===== config.mk =====
export PLATFORM = sky130hd
export DESIGN_NAME = floor_call_scheduler
export DESIGN_NICKNAME = d
export VERILOG_FILES = /design/src/rtl/elevator_pkg.sv /design/src/rtl/floor_search.sv /design/src/rtl/floor_call_scheduler.sv
export SDC_FILE = /design/constraint.sdc
export NUM_CORES = 1
export LEC_CHECK = 0
export BUFFER_PORTS_ARGS = -buffer_cell sky130_fd_sc_hd__buf_2
export CORE_MARGIN = 1.5
export CORE_UTILIZATION = 54
export DETAILED_ROUTE_END_ITERATION = 8
export PLACE_DENSITY = 0.89
export SLEW_MARGIN = 25
export SYNTH_ARGS = -nofsm -noshare
export SYNTH_HDL_FRONTEND = slang
export SYNTH_SLANG_ARGS = --single-unit

===== constraint.sdc =====
create_clock -name clk -period 3.1 [get_ports clk]
set_clock_uncertainty 0.15 [all_clocks]
set_input_delay 0 -clock clk [delete_from_list [all_inputs] [get_ports clk]]
set_output_delay 0 -clock clk [all_outputs]
set_load 0.1 [all_outputs]

===== src/rtl/elevator_pkg.sv =====
// Shared elevator encodings: travel direction codes, scheduler FSM states and the default
// floor count. Also used by the motor/door controller and the display blocks.
package elevator_pkg;
   localparam int FLOORS_DEFAULT = 4;

   localparam logic [1:0] DIR_IDLE = 2'b00;
   localparam logic [1:0] DIR_UP   = 2'b01;
   localparam logic [1:0] DIR_DOWN = 2'b10;

   typedef enum logic [1:0] {
      ST_IDLE = 2'b00,
      ST_UP   = 2'b01,
      ST_DOWN = 2'b10
   } sched_state_e;
endpackage


===== src/rtl/floor_search.sv =====
// Combinational scan of a request mask about the current floor: nearest pending floor
// above, nearest pending floor below, and whether the current floor itself is pending.
module floor_search #(
   parameter int FLOORS  = 4,
   parameter int FLOOR_W = $clog2(FLOORS)
) (
   input  logic [FLOORS-1:0]  mask,
   input  logic [FLOOR_W-1:0] cur_floor,
   output logic               above_found,
   output logic [FLOOR_W-1:0] above_floor,
   output logic               below_found,
   output logic [FLOOR_W-1:0] below_floor,
   output logic               here
);
   always_comb begin
      above_found = 1'b0;
      above_floor = '0;
      below_found = 1'b0;
      below_floor = '0;
      here        = 1'b0;
      // Scan downward so the last hit is the lowest floor above the car.
      for (int i = FLOORS - 1; i >= 0; i--) begin
         if (mask[i] && (i > int'(cur_floor))) begin
            above_found = 1'b1;
            above_floor = FLOOR_W'(i);
         end
      end
      // Scan upward so the last hit is the highest floor below the car.
      for (int i = 0; i < FLOORS; i++) begin
         if (mask[i] && (i < int'(cur_floor))) begin
            below_found = 1'b1;
            below_floor = FLOOR_W'(i);
         end
         if (mask[i] && (i == int'(cur_floor)))
            here = 1'b1;
      end
   end
endmodule


===== src/rtl/floor_call_scheduler.sv =====
// Latches floor call pulses into a pending mask and runs a SCAN policy against the car's
// current floor, presenting a registered target floor and travel direction.
module floor_call_scheduler
   import elevator_pkg::*;
#(
   parameter int FLOORS  = FLOORS_DEFAULT,
   parameter int FLOOR_W = $clog2(FLOORS)
) (
   input  logic               clk,
   input  logic               reset,
   input  logic [FLOORS-1:0]  call_pulse,
   input  logic [FLOOR_W-1:0] cur_floor,
   input  logic               arrived,
   output logic [FLOORS-1:0]  pending,
   output logic [FLOOR_W-1:0] target_floor,
   output logic               target_valid,
   output logic [1:0]         dir
);
   logic [FLOORS-1:0]  pending_q, pending_d, clr_mask;
   sched_state_e       state_q, state_d;
   logic [FLOOR_W-1:0] target_q, target_d;
   logic               valid_q, valid_d;
   logic [1:0]         dir_q, dir_d;

   logic               above_found, below_found, here;
   logic [FLOOR_W-1:0] above_floor, below_floor;
   logic [FLOOR_W-1:0] dist_up, dist_dn;
   logic               floor_legal;

   floor_search #(.FLOORS(FLOORS), .FLOOR_W(FLOOR_W)) u_search (
      .mask        (pending_q),
      .cur_floor   (cur_floor),
      .above_found (above_found),
      .above_floor (above_floor),
      .below_found (below_found),
      .below_floor (below_floor),
      .here        (here)
   );

   // Clear is applied after set so a press at the floor the car is opening at is dropped.
   always_comb begin
      clr_mask = '0;
      for (int i = 0; i < FLOORS; i++)
         clr_mask[i] = arrived && (cur_floor == FLOOR_W'(i));
      pending_d = (pending_q | call_pulse) & ~clr_mask;
   end

   assign floor_legal = int'(cur_floor) < FLOORS;
   assign dist_up     = above_floor - cur_floor;
   assign dist_dn     = cur_floor - below_floor;

   always_comb begin
      state_d  = state_q;
      target_d = target_q;
      valid_d  = 1'b0;
      if (floor_legal) begin
         unique case (state_q)
            ST_UP: begin
               if (above_found) begin
                  state_d = ST_UP;   target_d = above_floor; valid_d = 1'b1;
               end else if (below_found) begin
                  state_d = ST_DOWN; target_d = below_floor; valid_d = 1'b1;
               end else begin
                  state_d = ST_IDLE;
                  if (here) begin target_d = cur_floor; valid_d = 1'b1; end
               end
            end
            ST_DOWN: begin
               if (below_found) begin
                  state_d = ST_DOWN; target_d = below_floor; valid_d = 1'b1;
               end else if (above_found) begin
                  state_d = ST_UP;   target_d = above_floor; valid_d = 1'b1;
               end else begin
                  state_d = ST_IDLE;
                  if (here) begin target_d = cur_floor; valid_d = 1'b1; end
               end
            end
            default: begin
               if (here) begin
                  state_d = ST_IDLE; target_d = cur_floor; valid_d = 1'b1;
               end else if (above_found && (!below_found || dist_up <= dist_dn)) begin
                  state_d = ST_UP;   target_d = above_floor; valid_d = 1'b1;
               end else if (below_found) begin
                  state_d = ST_DOWN; target_d = below_floor; valid_d = 1'b1;
               end
            end
         endcase
      end
      unique case (state_d)
         ST_UP:   dir_d = DIR_UP;
         ST_DOWN: dir_d = DIR_DOWN;
         default: dir_d = DIR_IDLE;
      endcase
   end

   always_ff @(posedge clk or posedge reset) begin
      if (reset) begin
         pending_q <= '0;
         state_q   <= ST_IDLE;
         target_q  <= '0;
         valid_q   <= 1'b0;
         dir_q     <= DIR_IDLE;
      end else begin
         pending_q <= pending_d;
         state_q   <= state_d;
         target_q  <= target_d;
         valid_q   <= valid_d;
         dir_q     <= dir_d;
      end
   end

   assign pending      = pending_q;
   assign target_floor = target_q;
   assign target_valid = valid_q;
   assign dir          = dir_q;
endmodule


# Yosys cells after proc, flatten, opt, wreduce, memory -nomap -nowiden

Index checks and enable logic that the tools add are counted.

Flip-flop bits (word level): 11
Word-level logic and storage cells: 89
Output and inout bits: 9

Add/sub/neg operators: 2
Equal/unequal tests: 10
Reduce and logical (&&, ||, !) cells: 20
Muxes and demuxes: 42
$lt $le $gt $ge: 7
Bitwise logic cells: 3

Operators with widths:

| kind                                                                            | number |
|---|---|
| 2-bit 2-to-1 mux                                                                | 18 |
| 1-bit 2-to-1 mux                                                                | 20 |
| 1-bit logical AND                                                               | 15 |
| 2-bit one-hot mux with 2 select lines                                           | 3 |
| 2-bit equality test (second input constant)                                     | 4 |
| 2-bit by 1-bit equality test with 1-bit output (second input constant)          | 3 |
| 5-bit nonzero test                                                              | 1 |
| 4-bit bitwise AND                                                               | 1 |
| 2-bit equality test (first input constant)                                      | 2 |
| 2-bit greater-than comparator (first input constant)                            | 2 |
| 2-bit logical NOT                                                               | 2 |
| 1-bit by 2-bit less-than comparator with 1-bit output (first input constant)    | 2 |
| 4-bit inverter                                                                  | 1 |
| 4-bit bitwise OR                                                                | 1 |
| 2-bit subtractor                                                                | 2 |
| 1-bit by 2-bit equality test with 1-bit output (first input constant)           | 1 |
| 1-bit by 2-bit greater-than comparator with 1-bit output (first input constant) | 1 |
| 2-bit less-or-equal comparator                                                  | 1 |
| 2-bit less-than comparator (first input constant)                               | 1 |
| 1-bit one-hot mux with 2 select lines                                           | 1 |
| 1-bit logical NOT                                                               | 1 |
| 1-bit logical OR                                                                | 1 |

# Depth between registers and ports, before layout

Gate-level depths: netlist of run 1.

Depth after elaboration: 14
Gate-level depth with buffers: 11
Gate-level depth less buffers: 10

# Hierarchy

From an unflattened synthesis of run 1, not the netlist that was laid out.

Cells, all modules: 100
Area total of the unflattened synthesis: 882.1 µm²

By module, submodules not included:

| module               | area each (µm²) | times used | cells an instance |
|---|---|---|---|
| floor_call_scheduler | 750.7           | 1          | 79 |
| floor_search         | 131.4           | 1          | 21 |

# Worst setup path after synthesis of run 1

OpenSTA, ideal clock, no wires.

Kind: reg-to-reg
From: reg pending_q[2], in the netlist pending[2]
To: reg target_q[1], in the netlist target_floor[1]
Slack: -0.265 ns
Period minus slack after synthesis: 3.365 ns
Arrival time: 3.121 ns
Required time: 2.856 ns
Cell stages (with the launch flop): 12
Path through: dfrtp_1 > buf_2 > nand2_1 > and3_2 > ha_1 > xor2_1 > ha_1 > nor2b_1 > o21ai_0 > nor2_1 > o41a_1 > a211oi_1

Longest elaborated chain between the ends: 10

RTL lines:

| element                               | RTL line                    | RTL |
|---|---|---|
| start, declared                       | floor_call_scheduler.sv:19  | `logic [FLOORS-1:0] pending_q, pending_d, clr_mask;` |
| start signal, assigned                | floor_call_scheduler.sv:104 | `pending_q <= pending_d;` |
| 1-bit logical AND                     | floor_search.sv:23          | `if (mask[i] && (i > int'(cur_floor))) begin` |
| 2-bit 2-to-1 mux (2 in series)        | floor_search.sv:23          |  |
| 2-bit subtractor                      | floor_call_scheduler.sv:49  | `assign dist_up = above_floor - cur_floor;` |
| 2-bit less-or-equal comparator        | floor_call_scheduler.sv:81  | `end else if (above_found && (!below_found \|\| dist_up <= dist_dn)) begin` |
| 1-bit logical OR                      | floor_call_scheduler.sv:81  |  |
| 1-bit logical AND                     | floor_call_scheduler.sv:81  |  |
| 2-bit 2-to-1 mux                      | floor_call_scheduler.sv:81  |  |
| 2-bit 2-to-1 mux                      | floor_call_scheduler.sv:79  | `if (here) begin` |
| 2-bit one-hot mux with 2 select lines | floor_call_scheduler.sv:57  | `unique case (state_q)` |
| end signal, assigned                  | floor_call_scheduler.sv:106 | `target_q <= target_d;` |
| end, declared                         | floor_call_scheduler.sv:21  | `logic [FLOOR_W-1:0] target_q, target_d;` |

Parallel ways exist; a longest one is shown, timed or not. The select of a mux whose other input is x is not followed.
A chain may end at the register's enable or synchronous reset.

# Final worst setup path of run 1

Same ends and word-level chain as after synthesis.

==> results of run 1 <==
## flip-flops by register name, summed over array words and instances, names as in the netlist
signal,cells
dir,2
pending,4
state_q,2
target_floor,2
target_valid,1
## power groups by stage
stage / Sequential [µW] / Clock (µW) / Combinational (µW)
finish: 217 / 96.1 / 520
CTS: 215 / 98.6 / 513
global placement: 215 / 0 / 495
detailed placement: 217 / 0 / 502
global route: 220 / 106 / 543
floorplan: 432 / 0 / 200
## metal layers
| metal | part of all wire, % | vias up |
|---|---|---|
| li1 | - | 480 |
| met1 | 40 | 467 |
| met2 | 48 | 69 |
| met3 | 8.1 | 17 |
| met4 | 3.7 | 0 |
| met5 | 0 | - |
## worst paths after layout
kind / depth (start not counted) / to / slack, ns / startpoint
hold reg to reg: 2 / target_floor[1] / 0.46 / target_floor[1]
hold / removal: 3 / pending[1] / 0.1 / reset
min in group clk: 3 / pending[0] / 0.14 / cur_floor[1]
max in group asynchronous: 3 / pending[2] / 2.40 / reset
setup reg to reg: 10 / target_floor[1] / 0.15 / pending[2]
setup / recovery: 10 / target_floor[1] / 0.15 / pending[2]
## area by class of cell
cell class	instances	area [µm²]	share of cell area [%]
Clock buffer	4	26.3	2.24
Multi-Input combinational cell	91	636	54.2
Tap cell	25	31.3	2.67
Inverter	8	30.0	2.56
Sequential cell	11	277	23.6
Timing Repair Buffer	26	173	14.7
## tightest hold or removal path, stage by stage
cell	delay, ns
dlygate4sd3_1	0.52
buf_2	0.11
inv_1	0.30
## cells by family after synthesis
family	Yosys count	synth area share [%]
xor+xnor	2	1.76
buf+inv	16	8.54
fa+ha+maj	5	6.28
compound gates	40	29.9
simple gates	39	19.6
flops	11	27.6
mux	5	6.28
## stage by stage
stage	instances	area, µm²	setup WS (ns)	util, %
final	165	1170	0.154	67.9
after detailed placement	153	1070	0.230	61.7
after floorplan	118	997	0.0473	-
after global routing	165	1170	0.00555	67.9
after global placement	153	1070	0.363	61.7
after CTS	165	1170	0.203	67.9
## cell usage in the layout (no fill, tap or decap), types with 2 or more instances in the layout
master,n
a221oi_1,2
nand2b_1,4
nor2_1,14
clkbuf_4,3
o21a_1,3
mux2i_1,4
dfrtp_1,10
buf_2,17
a31oi_1,2
a211oi_1,2
dlygate4sd3_1,8
o22ai_1,2
o21ai_0,6
nand2_1,8
nand3_1,2
ha_1,5
a21oi_1,8
nor3_1,2
inv_1,7
==> results.sh, run 1 <==
export IMPL_min_path_type="input pin to async pin"
export IMPL_clkPwrFrac_pct=11.5
export IMPL_top_level_ports=18
export IMPL_num_antenna_cells=0
export IMPL_yosys_top_cells_count="nor2_1, dfrtp_1, a21oi_1, nand2_1, inv_1"
export IMPL_avgSynthCellArea_um2=8.44
export IMPL_yosysTopAreaCellShare_pct=27.6
export IMPL_path_clk_slew_ns=0.07
export IMPL_cpMostUsedCell="ha_1"
export IMPL_cp_max_fo=15
export IMPL_grt_pass1_vias=855
export IMPL_start_util_pct=57.7
export IMPL_grt_pass1_wl_um=4120
export IMPL_wire_per_inst_um=16.0
export IMPL_combPwrFrac_pct=62.4
export IMPL_setup_tns_ns=0
export IMPL_grt_busiest_layer="met2"
export IMPL_fillerInstances=148
export IMPL_ant_nets=0
export IMPL_synth_cell_area_um2=996
export IMPL_crit_path_max_incr_delay_ns=0.52
export IMPL_place_gp_congestion=0.996
export IMPL_drt_total_wl_um=2630
export IMPL_area_delta_synth_final_pct=17.7
export IMPL_antenna_found_initial=0
export IMPL_grt_usage_pct=27.4
export IMPL_synth_top_area_cell="dfrtp_1"
export IMPL_grtUsageMet2_pct=44.2
export IMPL_dieArea_mm2=0.00211
export IMPL_path_buf_inv=0
export IMPL_critPathLaunchType="flip-flop"
export IMPL_io_buffer_count=17
export IMPL_rows=15
export IMPL_synth_async_reset_ratio_pct=100
export IMPL_grtUsageMet1_pct=38.1
export IMPL_synth_top_flop_cell="dfrtp_1"
export IMPL_vias_per_cell=6.26
export IMPL_ir_drop_uv=742
export IMPL_die_w_um=45.9
export IMPL_period_minus_slack_ns=2.95
export IMPL_critPathSlowestCell="dfrtp_2"
export IMPL_cts_tree="built"
export IMPL_layout_nets=155
export IMPL_htreeDepth=1
export IMPL_critical_path_cell_chain="nand2_1 -> and3_2 -> ha_1 -> xor2_1 -> ha_1 -> nor2b_1 -> o21ai_0 -> nor2_1 -> o41a_1 -> a211oi_1"
export IMPL_cap_viol_max_count=0
export IMPL_criticalPathCategory="flip-flop to flip-flop"
export IMPL_holdWs_ns=0.0962
export IMPL_setup_violations=0
export IMPL_p_leak_uw=0.000518
export IMPL_yosys_register_bits=11
export IMPL_arrival_ns=2.96
export IMPL_ctsResizeCount=0
export IMPL_layout_drive_gt1_share_pct=21.4
export IMPL_yosysSeqAreaShare_pct=27.6
export IMPL_internal_power_uw=366
export IMPL_cp_end_kind="flip-flop"
export IMPL_cts_buffer_depth=2
export IMPL_grt_overflow_total=0
export IMPL_hold_viol_final=0
export IMPL_tightest_slew_ns=0.507
export IMPL_synth_net_count=132
export IMPL_timing_final_crit_share_pct=95.0
export IMPL_hpwlAfterDp_um=1780
export IMPL_cts_sinks=11
export IMPL_post_cts_setup_buffers=0
export IMPL_status="finished, final reports clean"
export IMPL_max_slew_margin_pct=66.4
export IMPL_clk_latency_ns=0.27
export IMPL_worstPathRequired_ns=3.11
export IMPL_dr_pass1_iters=4
export IMPL_die_h_um=45.9
export IMPL_fmax_mhz=339
export IMPL_ys_types=47
export IMPL_pwr_share_seq_pct=26.1
export IMPL_finalPower_uw=834
export IMPL_grtUsageMet3_pct=1.59
export IMPL_final_max_slew_viol_count=0
export IMPL_dr_first_iter_drc_count=76
export IMPL_root_buffer="clkbuf_4"
export IMPL_num_vias=1033
export IMPL_yosysMostFrequentCell="nor2_1"
export IMPL_p_sw_share_pct=56.1
export IMPL_cts_buffers=3
export IMPL_p_sw_uw=468
export IMPL_remaining_drc_errors=0
export IMPL_crit_family="compound AO/OA/AOI/OAI gates"
export IMPL_synth_edff_count=0
export IMPL_ys_top_cells_by_area="dfrtp_1, ha_1, nor2_1"
export IMPL_ys_warn_count=0
export IMPL_grt_max_degree=22
export IMPL_core_area_mm2=0.00173
export IMPL_cts_hold_buf=8
export IMPL_rsz0062_at_grt="false"
export IMPL_synthCells=118
export IMPL_pwr_density_cell_mw_per_mm2=711
Note: power is estimated with default switching activity, not from simulation.
==> run 2: changes to the inputs <==
--- a/config.mk
+++ b/config.mk
@@ -5,6 +5,7 @@
 export SDC_FILE = /design/constraint.sdc
 export NUM_CORES = 1
 export LEC_CHECK = 0
+export ABC_AREA = 1
 export BUFFER_PORTS_ARGS = -buffer_cell sky130_fd_sc_hd__buf_2
 export CORE_MARGIN = 1.5
 export CORE_UTILIZATION = 54
==> run 2 against run 1 <==
Global-route usage decreased by 0.75 points. Die area is 2.9% lower. Via count fell by 4.2%. Critical path depth increased by 6. Register-to-register slack improved by 0.50 ns. Wire length shrank 9.7%. Non-clock buffer count decreased by 3. Clock-buffer cell count unchanged. Combinational power is 24% higher. First-iteration DRC count decreased by 18%.
==> results.sh, run 2 <==
export IMPL_cts_buffer_depth=2
export IMPL_critical_path_cell_chain="nand3_2 -> nand3_1 -> inv_2 -> ha_1 -> xor2_1 -> ha_1 -> nand2_1 -> inv_1 -> nor2_1 -> nand2_4 -> nand2_4 -> o21ai_1 -> nand2_1 -> nand2_1 -> nand2_1 -> nand2_1"
export IMPL_remaining_drc_errors=0
export IMPL_final_common_cell="nand2_1"
export IMPL_grt_pass1_wl_um=3970
export IMPL_path_clk_slew_ns=0.06
export IMPL_start_util_pct=56.5
export IMPL_regArea_um2=275
export IMPL_top_level_ports=18
export IMPL_ctsResizeCount=0
export IMPL_drt_total_wl_um=2380
export IMPL_synth_async_reset_ratio_pct=100
export IMPL_htreeDepth=1
export IMPL_synth_top_flop_cell="dfrtp_1"
export IMPL_rsz0062_at_grt="false"
export IMPL_cp_end_kind="flip-flop"
export IMPL_fin_util_pct=67.0
export IMPL_cts_sinks=11
export IMPL_grt_usage_pct=26.7
export IMPL_area_delta_synth_final_pct=18.7
export IMPL_fmax_mhz=408
export IMPL_dr_first_iter_drc_count=62
export IMPL_yosysSeqAreaShare_pct=28.5
export IMPL_multi_input_comb_area_um2=577
export IMPL_hpwlAfterDp_um=1740
export IMPL_avgSynthCellArea_um2=7.36
export IMPL_rows=15
export IMPL_status="finished, final reports clean"
export IMPL_pwr_density_cell_mw_per_mm2=835
export IMPL_num_antenna_cells=0
export IMPL_grt_max_degree=14
export IMPL_synth_edff_count=0
export IMPL_yosysTopAreaCellShare_pct=28.5
export IMPL_arrival_ns=2.45
export IMPL_min_path_type="input pin to flip-flop"
export IMPL_layout_drive_gt1_share_pct=26.9
export IMPL_synthCells=131
export IMPL_final_cell_mix="nand2_1, inv_1, buf_2"
export IMPL_ys_types=23
export IMPL_timing_final_crit_share_pct=79.0
export IMPL_yosys_register_bits=11
export IMPL_die_h_um=45.3
export IMPL_worstPathRequired_ns=3.10
export IMPL_yosysMostFrequentCell="nand2_1"
export IMPL_core_area_mm2=0.00171
export IMPL_critPathSlowestCell="dfrtp_1"
export IMPL_path_buf_inv=2
export IMPL_hold_viol_final=0
export IMPL_cap_viol_max_count=0
export IMPL_ys_warn_count=0
export IMPL_dieArea_mm2=0.00205
export IMPL_layout_nets=171
export IMPL_yosys_top_cells_count="nand2_1, inv_1, dfrtp_1, nand3_1, nor2_1"
export IMPL_setup_tns_ns=0
export IMPL_crit_path_max_incr_delay_ns=0.44
export IMPL_num_vias=990
export IMPL_max_slew_margin_pct=67.3
export IMPL_root_buffer="clkbuf_4"
export IMPL_io_buffer_count=17
export IMPL_dr_pass1_iters=5
export IMPL_cts_buffers=3
export IMPL_crit_family="simple AND/OR/NAND/NOR gates"
export IMPL_die_w_um=45.3
export IMPL_ys_top_cells_by_area="dfrtp_1, nand2_1, inv_1"
export IMPL_criticalPathCategory="flip-flop to flip-flop"
export IMPL_p_leak_uw=0.000629
export IMPL_tightest_slew_ns=0.493
export IMPL_wire_per_inst_um=13.1
export IMPL_ir_drop_uv=592
export IMPL_fillerInstances=134
export IMPL_cp_max_fo=6
export IMPL_antenna_found_initial=0
export IMPL_period_minus_slack_ns=2.45
export IMPL_setup_violations=0
export IMPL_ant_nets=0
export IMPL_clk_latency_ns=0.26
export IMPL_final_max_slew_viol_count=0
export IMPL_cpMostUsedCell="nand2_1"
export IMPL_largest_reg_flops=4
export IMPL_critPathLaunchType="flip-flop"
export IMPL_place_gp_congestion=0.899
export IMPL_synth_net_count=145
export IMPL_synth_cell_area_um2=965
export IMPL_cts_tree="built"
export IMPL_grt_pass1_vias=938
export IMPL_vias_per_cell=5.47
export IMPL_grt_overflow_total=0
export IMPL_synth_top_area_cell="dfrtp_1"
-- run 2: cell count changes after synthesis, moves of 5 or more --
cell	previous run	this run
nand2_1	8	34
inv_1	7	21
nand3_1	2	9
o21ai_0	6	0
nand2_2	0	5
nor2_1	14	9
-- run 2: cell type report --
type / instances / area share, %
repair buffers: 23 / 12.7
inverters: 24 / 7.87
clock buffers: 4 / 2.30
well taps: 25 / 2.73
flip-flops and latches: 11 / 24.0
multi-input cells: 94 / 50.4
-- run 2: where the power goes --
group,internal (µW),switching (µW),total (µW)
combinational,151,496,647
clock,49.8,44.1,93.9
sequential,187,28.4,216
-- run 2: path summary, 6_finish.rpt --
check                        startpoint               to  slack, ns  cells after the start
max                          pending[2]  target_floor[1]       0.65                     16
min                        cur_floor[0]       pending[3]       0.04                      4
max reg2reg                  pending[2]  target_floor[1]       0.65                     16
min reg2reg                  state_q[1]       state_q[1]       0.42                      2
max in group asynchronous         reset  target_floor[0]       2.39                      3
min in group asynchronous         reset     target_valid       0.12                      3
-- run 2: cells by family after synthesis --
family	Yosys count	synth area share [%]
flops	11	28.5
simple gates	72	40.1
fa+ha+maj	5	6.49
xor+xnor	3	2.72
buf+inv	26	11.7
compound gates	14	10.5
-- run 2: metrics by stage --
step / cells / total power, µW / worst slack (ns) / area (µm²) / hold slack [ns]
finish: 181 / 956 / 0.651 / 1140 / 0.0432
global placement: 171 / 822 / 0.781 / 1060 / -0.159
CTS: 181 / 949 / 0.685 / 1140 / 0.0232
floorplan: 131 / 735 / 0.151 / 965 / -0.298
global route: 181 / 1020 / 0.396 / 1140 / 0.0377
detailed placement: 171 / 843 / 0.711 / 1060 / -0.143
-- run 2: per-layer routing --
| layer | GRT usage, % | wire [µm] |
|---|---|---|
| met1 | 32.7 | 931 |
| met5 | 0 | 0 |
| met3 | 4.00 | 147 |
| met2 | 45.7 | 1190 |
| met4 | 12.4 | 109 |
-- run 2: worst register-to-register path, cell delays in order, from the launching register on --
cell and delay (ns):
dfrtp_1 0.44, nand3_2 0.17, nand3_1 0.12, inv_2 0.05, ha_1 0.18, xor2_1 0.16, ha_1 0.29, nand2_1 0.07
inv_1 0.03, nor2_1 0.17, nand2_4 0.08, nand2_4 0.10, o21ai_1 0.07, nand2_1 0.07, nand2_1 0.06, nand2_1 0.07
nand2_1 0.05
-- run 2: repair_timing --
action / 4_1_cts / 5_1_grt
hold buffers: 6 / 0
endpoints found under the hold margin: 15 / 0
setup buffers: 0 / 0
